<file path="src/rtl/fv_sb_pkg.sv">
// fv_sb_pkg: shared types and colour constants for the Wolper source/checker pair.
//   gen_state_e : generator progress through the coloured stream
//   chk_state_e : checker progress through the observed colour order
package fv_sb_pkg;
    typedef enum logic [1:0] {G_PRE = 2'd0, G_MID = 2'd1, G_POST = 2'd2} gen_state_e;
    typedef enum logic [1:0] {C_WAIT1 = 2'd0, C_WAIT2 = 2'd1, C_DONE = 2'd2} chk_state_e;
    localparam int COL_ZERO = 0;
    localparam int COL_ONE  = 1;
    localparam int COL_TWO  = 2;
endpackage

</file>
<file path="src/rtl/fv_wolper_chk.sv">
// fv_wolper_chk: pop-side colour order checker with in-flight counter and sticky error.
//   clk, rstn          : clock, asynchronous active-low reset
//   i_push             : push handshake completed this cycle
//   i_push_data        : word accepted by the push
//   i_gen_state        : generator state (which colours were already accepted)
//   i_pop_valid/_data  : DUT pop event and word
//   o_cntr             : words accepted and not yet popped
//   o_chk_state        : checker FSM state
//   o_err              : sticky violation flag
module fv_wolper_chk
    import fv_sb_pkg::*;
#(
    parameter int DWIDTH    = 4,
    parameter int MAX_TRANS = 16
) (
    input  logic                           clk,
    input  logic                           rstn,
    input  logic                           i_push,
    input  logic [DWIDTH-1:0]              i_push_data,
    input  gen_state_e                     i_gen_state,
    input  logic                           i_pop_valid,
    input  logic [DWIDTH-1:0]              i_pop_data,
    output logic [$clog2(MAX_TRANS):0]     o_cntr,
    output chk_state_e                     o_chk_state,
    output logic                           o_err
);
    localparam int CW = $clog2(MAX_TRANS) + 1;
    logic [CW-1:0] r_cntr;
    chk_state_e    r_chk;
    logic          r_err;
    logic          w_acc1, w_acc2, w_c1, w_c2, w_under, w_bad;
    // A colour counts as accepted once the generator moved past it, or when
    // it is being pushed this very cycle (zero-latency DUT).
    assign w_acc1  = i_gen_state != G_PRE || (i_push && i_push_data == DWIDTH'(COL_ONE));
    assign w_acc2  = i_gen_state == G_POST || (i_push && i_push_data == DWIDTH'(COL_TWO));
    assign w_c1    = i_pop_valid && i_pop_data == DWIDTH'(COL_ONE);
    assign w_c2    = i_pop_valid && i_pop_data == DWIDTH'(COL_TWO);
    assign w_under = i_pop_valid && r_cntr == '0 && !i_push;
    assign w_bad   = (i_pop_valid && i_pop_data > DWIDTH'(COL_TWO))
                   || (w_c1 && (!w_acc1 || r_chk != C_WAIT1))
                   || (w_c2 && (!w_acc2 || r_chk != C_WAIT2))
                   || w_under;
    always_ff @(posedge clk or negedge rstn) begin
        if (!rstn) begin
            r_cntr <= '0;
            r_chk  <= C_WAIT1;
            r_err  <= 1'b0;
        end else begin
            if (w_c1 && r_chk == C_WAIT1) r_chk <= C_WAIT2;
            if (w_c2 && r_chk == C_WAIT2) r_chk <= C_DONE;
            // On underflow the counter holds at zero instead of wrapping.
            if (!w_under) r_cntr <= r_cntr + CW'(i_push) - CW'(i_pop_valid);
            r_err <= r_err | w_bad;
        end
    end
    assign o_cntr      = r_cntr;
    assign o_chk_state = r_chk;
    assign o_err       = r_err;
endmodule

</file>
<file path="src/rtl/fv_sb_wolper_src.sv">
// fv_sb_wolper_src: Wolper coloured-stream push source plus in-order pop checker.
//   clk, rstn          : clock, asynchronous active-low reset
//   i_req, i_pick      : symbolic offer request / colour choice
//   i_push_ready       : DUT accepts the offered word
//   o_push_valid/_data : offered word (0, 1 or 2), held until accepted
//   i_pop_valid/_data  : DUT output stream
//   o_cntr             : words in flight (debug)
//   o_gen_state        : generator FSM state (debug)
//   o_chk_state        : checker FSM state (debug)
//   o_err              : sticky violation flag
module fv_sb_wolper_src
    import fv_sb_pkg::*;
#(
    parameter int DWIDTH    = 4,
    parameter int MAX_TRANS = 16
) (
    input  logic                       clk,
    input  logic                       rstn,
    input  logic                       i_req,
    input  logic                       i_pick,
    input  logic                       i_push_ready,
    output logic                       o_push_valid,
    output logic [DWIDTH-1:0]          o_push_data,
    input  logic                       i_pop_valid,
    input  logic [DWIDTH-1:0]          i_pop_data,
    output logic [$clog2(MAX_TRANS):0] o_cntr,
    output logic [1:0]                 o_gen_state,
    output logic [1:0]                 o_chk_state,
    output logic                       o_err
);
    gen_state_e        r_gen, w_gen_next;
    chk_state_e        w_chk;
    logic              r_push_valid, w_push;
    logic [DWIDTH-1:0] r_push_data, w_offer;
    assign w_push = r_push_valid && i_push_ready;
    always_comb begin
        w_gen_next = r_gen;
        if (w_push && r_push_data == DWIDTH'(COL_ONE)) w_gen_next = G_MID;
        if (w_push && r_push_data == DWIDTH'(COL_TWO)) w_gen_next = G_POST;
    end
    // The next offer is coloured from the post-push state so a back-to-back
    // offer after accepting 1 can already carry 2, never a second 1.
    assign w_offer = !i_pick ? DWIDTH'(COL_ZERO)
                   : w_gen_next == G_PRE ? DWIDTH'(COL_ONE)
                   : w_gen_next == G_MID ? DWIDTH'(COL_TWO) : DWIDTH'(COL_ZERO);
    always_ff @(posedge clk or negedge rstn) begin
        if (!rstn) begin
            r_gen        <= G_PRE;
            r_push_valid <= 1'b0;
            r_push_data  <= '0;
        end else begin
            r_gen <= w_gen_next;
            if (!r_push_valid || w_push) begin
                r_push_valid <= i_req;
                r_push_data  <= i_req ? w_offer : '0;
            end
        end
    end
    fv_wolper_chk #(.DWIDTH(DWIDTH), .MAX_TRANS(MAX_TRANS)) u_chk (
        .clk         (clk),
        .rstn        (rstn),
        .i_push      (w_push),
        .i_push_data (r_push_data),
        .i_gen_state (r_gen),
        .i_pop_valid (i_pop_valid),
        .i_pop_data  (i_pop_data),
        .o_cntr      (o_cntr),
        .o_chk_state (w_chk),
        .o_err       (o_err)
    );
    assign o_push_valid = r_push_valid;
    assign o_push_data  = r_push_data;
    assign o_gen_state  = r_gen;
    assign o_chk_state  = w_chk;
`ifdef FORMAL
    a_no_err: assert property (@(posedge clk) disable iff (!rstn) !o_err);
    a_hold:   assert property (@(posedge clk) disable iff (!rstn)
                  r_push_valid && !i_push_ready |=> r_push_valid && $stable(r_push_data));
    a_one:    assert property (@(posedge clk) disable iff (!rstn)
                  w_push && r_push_data == DWIDTH'(COL_ONE) |-> s_eventually w_chk != C_WAIT1);
    a_two:    assert property (@(posedge clk) disable iff (!rstn)
                  w_push && r_push_data == DWIDTH'(COL_TWO) |-> s_eventually w_chk == C_DONE);
    a_cntr:   assert property (@(posedge clk) disable iff (!rstn) o_cntr <= MAX_TRANS);
`endif
endmodule

</file>
<file path="config.mk">
export PLATFORM = sky130hd
export DESIGN_NAME = fv_sb_wolper_src
export DESIGN_NICKNAME = d
export VERILOG_FILES = /design/src/rtl/fv_sb_pkg.sv /design/src/rtl/fv_wolper_chk.sv /design/src/rtl/fv_sb_wolper_src.sv
export SDC_FILE = /design/constraint.sdc
export NUM_CORES = 1
export LEC_CHECK = 0
export BUFFER_PORTS_ARGS = -buffer_cell sky130_fd_sc_hd__buf_2
export CAP_MARGIN = 20
export CORE_MARGIN = 3
export CORE_UTILIZATION = 53
export CTS_CLUSTER_SIZE = 24
export DETAILED_ROUTE_END_ITERATION = 6
export PLACE_DENSITY = 0.82
export SLEW_MARGIN = 25
export SYNTH_ARGS = -nofsm -noshare
export SYNTH_HDL_FRONTEND = slang
export SYNTH_SLANG_ARGS = --single-unit
</file>
<file path="constraint.sdc">
create_clock -name clk -period 4.1 [get_ports clk]
set_clock_uncertainty 0.15 [all_clocks]
set_input_delay 0.615 -clock clk [delete_from_list [all_inputs] [get_ports clk]]
set_output_delay 0.615 -clock clk [all_outputs]
set_load 0.02 [all_outputs]
</file>
==> results.ini <==
[status]
outcome = finished clean

[yosys]
netlist.area_leader.share_pct = 39.8
synth_area_per_cell_sq_um = 9.41
yosys.area.top_type = dfrtp_1
synth_adder_area_share_pct = 11.6
ys_types = 32
async_flop_share_pct = 100
synth-compound-area-share_pct = 16.4
ys_top_cells_by_area = dfrtp_1 (40%), ha_1 (9.2%), inv_1 (4.6%)
synth_mux_area_share_pct = 1.22
synth_simple_gate_area_share_pct = 19.6
ys_warn_count = 0
ys_ff_latch = 13
synth_top_family_by_area = simple AND/OR/NAND/NOR gates
synthCells = 87
synth_area_sq_um = 818
yosys_most_used_dff = dfrtp_1
ys_seq_area_share_pct = 39.8
synth_edf_count = 0
synth_xor_area_share_pct = 3.21

[cells_and_area]
fill_cells = 117
nNetsFinal = 129
syn2layout_area_growth_pct = 16.4
utilization_pct = 69.7
antennaDiodeCount = 0
final_common_cell = buf_2
drive_above_1_share_pct = 25.2
layout_common_cells = buf_2 (22), dfrtp_1 (13), inv_1 (10)

[floorplan]
die_w_um = 45.3
die_h_um = 45.3
pin_count = 25
core_area_sq_um = 1370
start_util_pct = 59.9
die_area_sq_um = 2050
rows = 13

[global_routing]
grt_pass1_vias = 627
antenna_found_initial = 0
grt_max_degree = 14
grt_first_pass_wirelength_um = 2570
grt-ovfl-total = 0
grt_use_total_pct = 16.7

[timing]
fin_ws_ns = 1.84
period_needed_ns = 2.26
max_freq_mhz = 442
fin_crit_sh_pct = 55.1
finalSetupViolCount = 0
maxSlewViolCount = 0
finalHoldViolCount = 0
rsz0062_at_grt = no
setup_tns_ns = 0

[clocking]
cts_hold_buffers = 0
cts_buffers = 3
cts.clk_slew.worst_paths_ns = 0.09
cts_resized = 0
htreeDepth = 1
clkSinkCount = 13
clock-root-buffer = clkbuf_4
cts_tree = built
post_cts_buffers = 0
clockBufferDepth = 2
insertion_delay_ns = 0.27

[setup_path]
worstSetupPathType = register to register
startpoint_type = register
critPathTopFamily = adder cells
crit_path_max_fanout = 9
crit_buf_inv = 2
critical_path_arrival_ns = 2.29
max_stage_delay_ns = 0.47
crit_path_end_kind = register
path_cells = nand2_1 -> ha_1 -> inv_1 -> ha_1 -> inv_1 -> fa_1 -> nor2b_1 -> o21bai_1 -> nand3_1 -> nor3b_1
required_ns = 4.13
slowest_stage = dfrtp_1

[placement]
dpl.hpwl_um = 1290
pre_cts_slack_ns = 1.59
io_buffers = 22
place_congestion = 0.822

[route]
remaining_drc_errors = 0
vias_per_cell = 5.56
drtAntennaViolNets = 0
wire_per_inst_um = 12.9
vias = 700
drt_iter0_drc = 11
totalWireLength_um = 1630
drt_first_pass_iters = 4

[power_and_ir_drop]
peakVddDrop_mv = 0.362
pwr_density_cell_nw_per_um2 = 605
power.leakage_nw = 0.465

[run]
cap_viol_max_count = 0

[worst_hold_path]
hold_path_class = primary input to async pin

## logic make-up (layout without fill, tap and decap cells)
family / Yosys count / in the layout
buffers and inverters: 13 / 36
XOR/XNOR: 3 / 3
AND/OR/NAND/NOR: 28 / 28
multiplexers: 1 / 1
AO/OA/AOI/OAI: 21 / 21
other: 1 / 2
flip-flops: 13 / 13
adder cells (fa/ha/maj): 7 / 7
## cells in the mapped netlist (2+ instances only)
cell and n:
dfrtp_1 13, inv_1 10, a21oi_1 6, ha_1 6
nor2_1 6, nand2_1 5, o21ai_0 5, nor2b_1 4
a31oi_1 3, nand3_1 3, buf_4 2, nor3_1 2
o31ai_1 2, xnor2_1 2
## per-layer routing
| layer | vias up | wire [um] | GRT usage (%) |
|---|---|---|---|
| met3 | 0 | 90 | 2.79 |
| met2 | 22 | 712 | 26.0 |
| li1 | 346 | - | - |
| met5 | - | 0 | 0 |
| met1 | 332 | 823 | 23.9 |
| met4 | 0 | 0 | 4.68 |
## sequential cells by signal (all words and copies together), names as in the netlist
| register | cells |
|---|---|
| u_chk.o_err | 1 |
| u_chk.o_cntr | 5 |
| o_push_data | 2 |
| o_gen_state | 2 |
| u_chk.o_chk_state | 2 |
| o_push_valid | 1 |
## power by group
group | switching, W | internal [W] | total [W] | leakage (nW)
combinational | 0.000167 | 0.000134 | 0.000301 | 0.298
sequential | 0.0000331 | 0.000163 | 0.000196 | 0.149
clock | 0.0000428 | 0.0000360 | 0.0000788 | 0.0177
## cell type report
class                      count  area [sq um]  share of cell area [%]
timing repair buffer          22           110                    11.6
multi-input combinational     62           433                    45.5
clock buffer                   3          22.5                    2.37
tap                           15          18.8                    1.97
sequential                    13           325                    34.2
clock inverter                 1          5.00                   0.526
inverter                      10          37.5                    3.94
## metrics by stage
step                std cells  total power, W  instance area (sq um)  hold WS, ns
floorplan                  88        0.000419                    822        0.169
global placement          122        0.000485                    925        0.346
detailed placement        122        0.000502                    925        0.353
CTS                       126        0.000582                    952       0.0702
global route              126        0.000619                    952       0.0753
finish                    126        0.000576                    952       0.0658
## worst paths after layout
path	slack (ns)	to	start	cells after the start
setup / recovery	1.84	u_chk.o_cntr[4]	o_push_valid	10
hold / removal	0.07	o_push_valid	rstn	1
setup reg to reg	1.84	u_chk.o_cntr[4]	o_push_valid	10
hold reg to reg	0.38	u_chk.o_err	u_chk.o_err	2
max in group asynchronous	3.51	u_chk.o_cntr[3]	rstn	1
min in group clk	0.38	u_chk.o_err	u_chk.o_err	2
(Power assumes the default switching activity.)
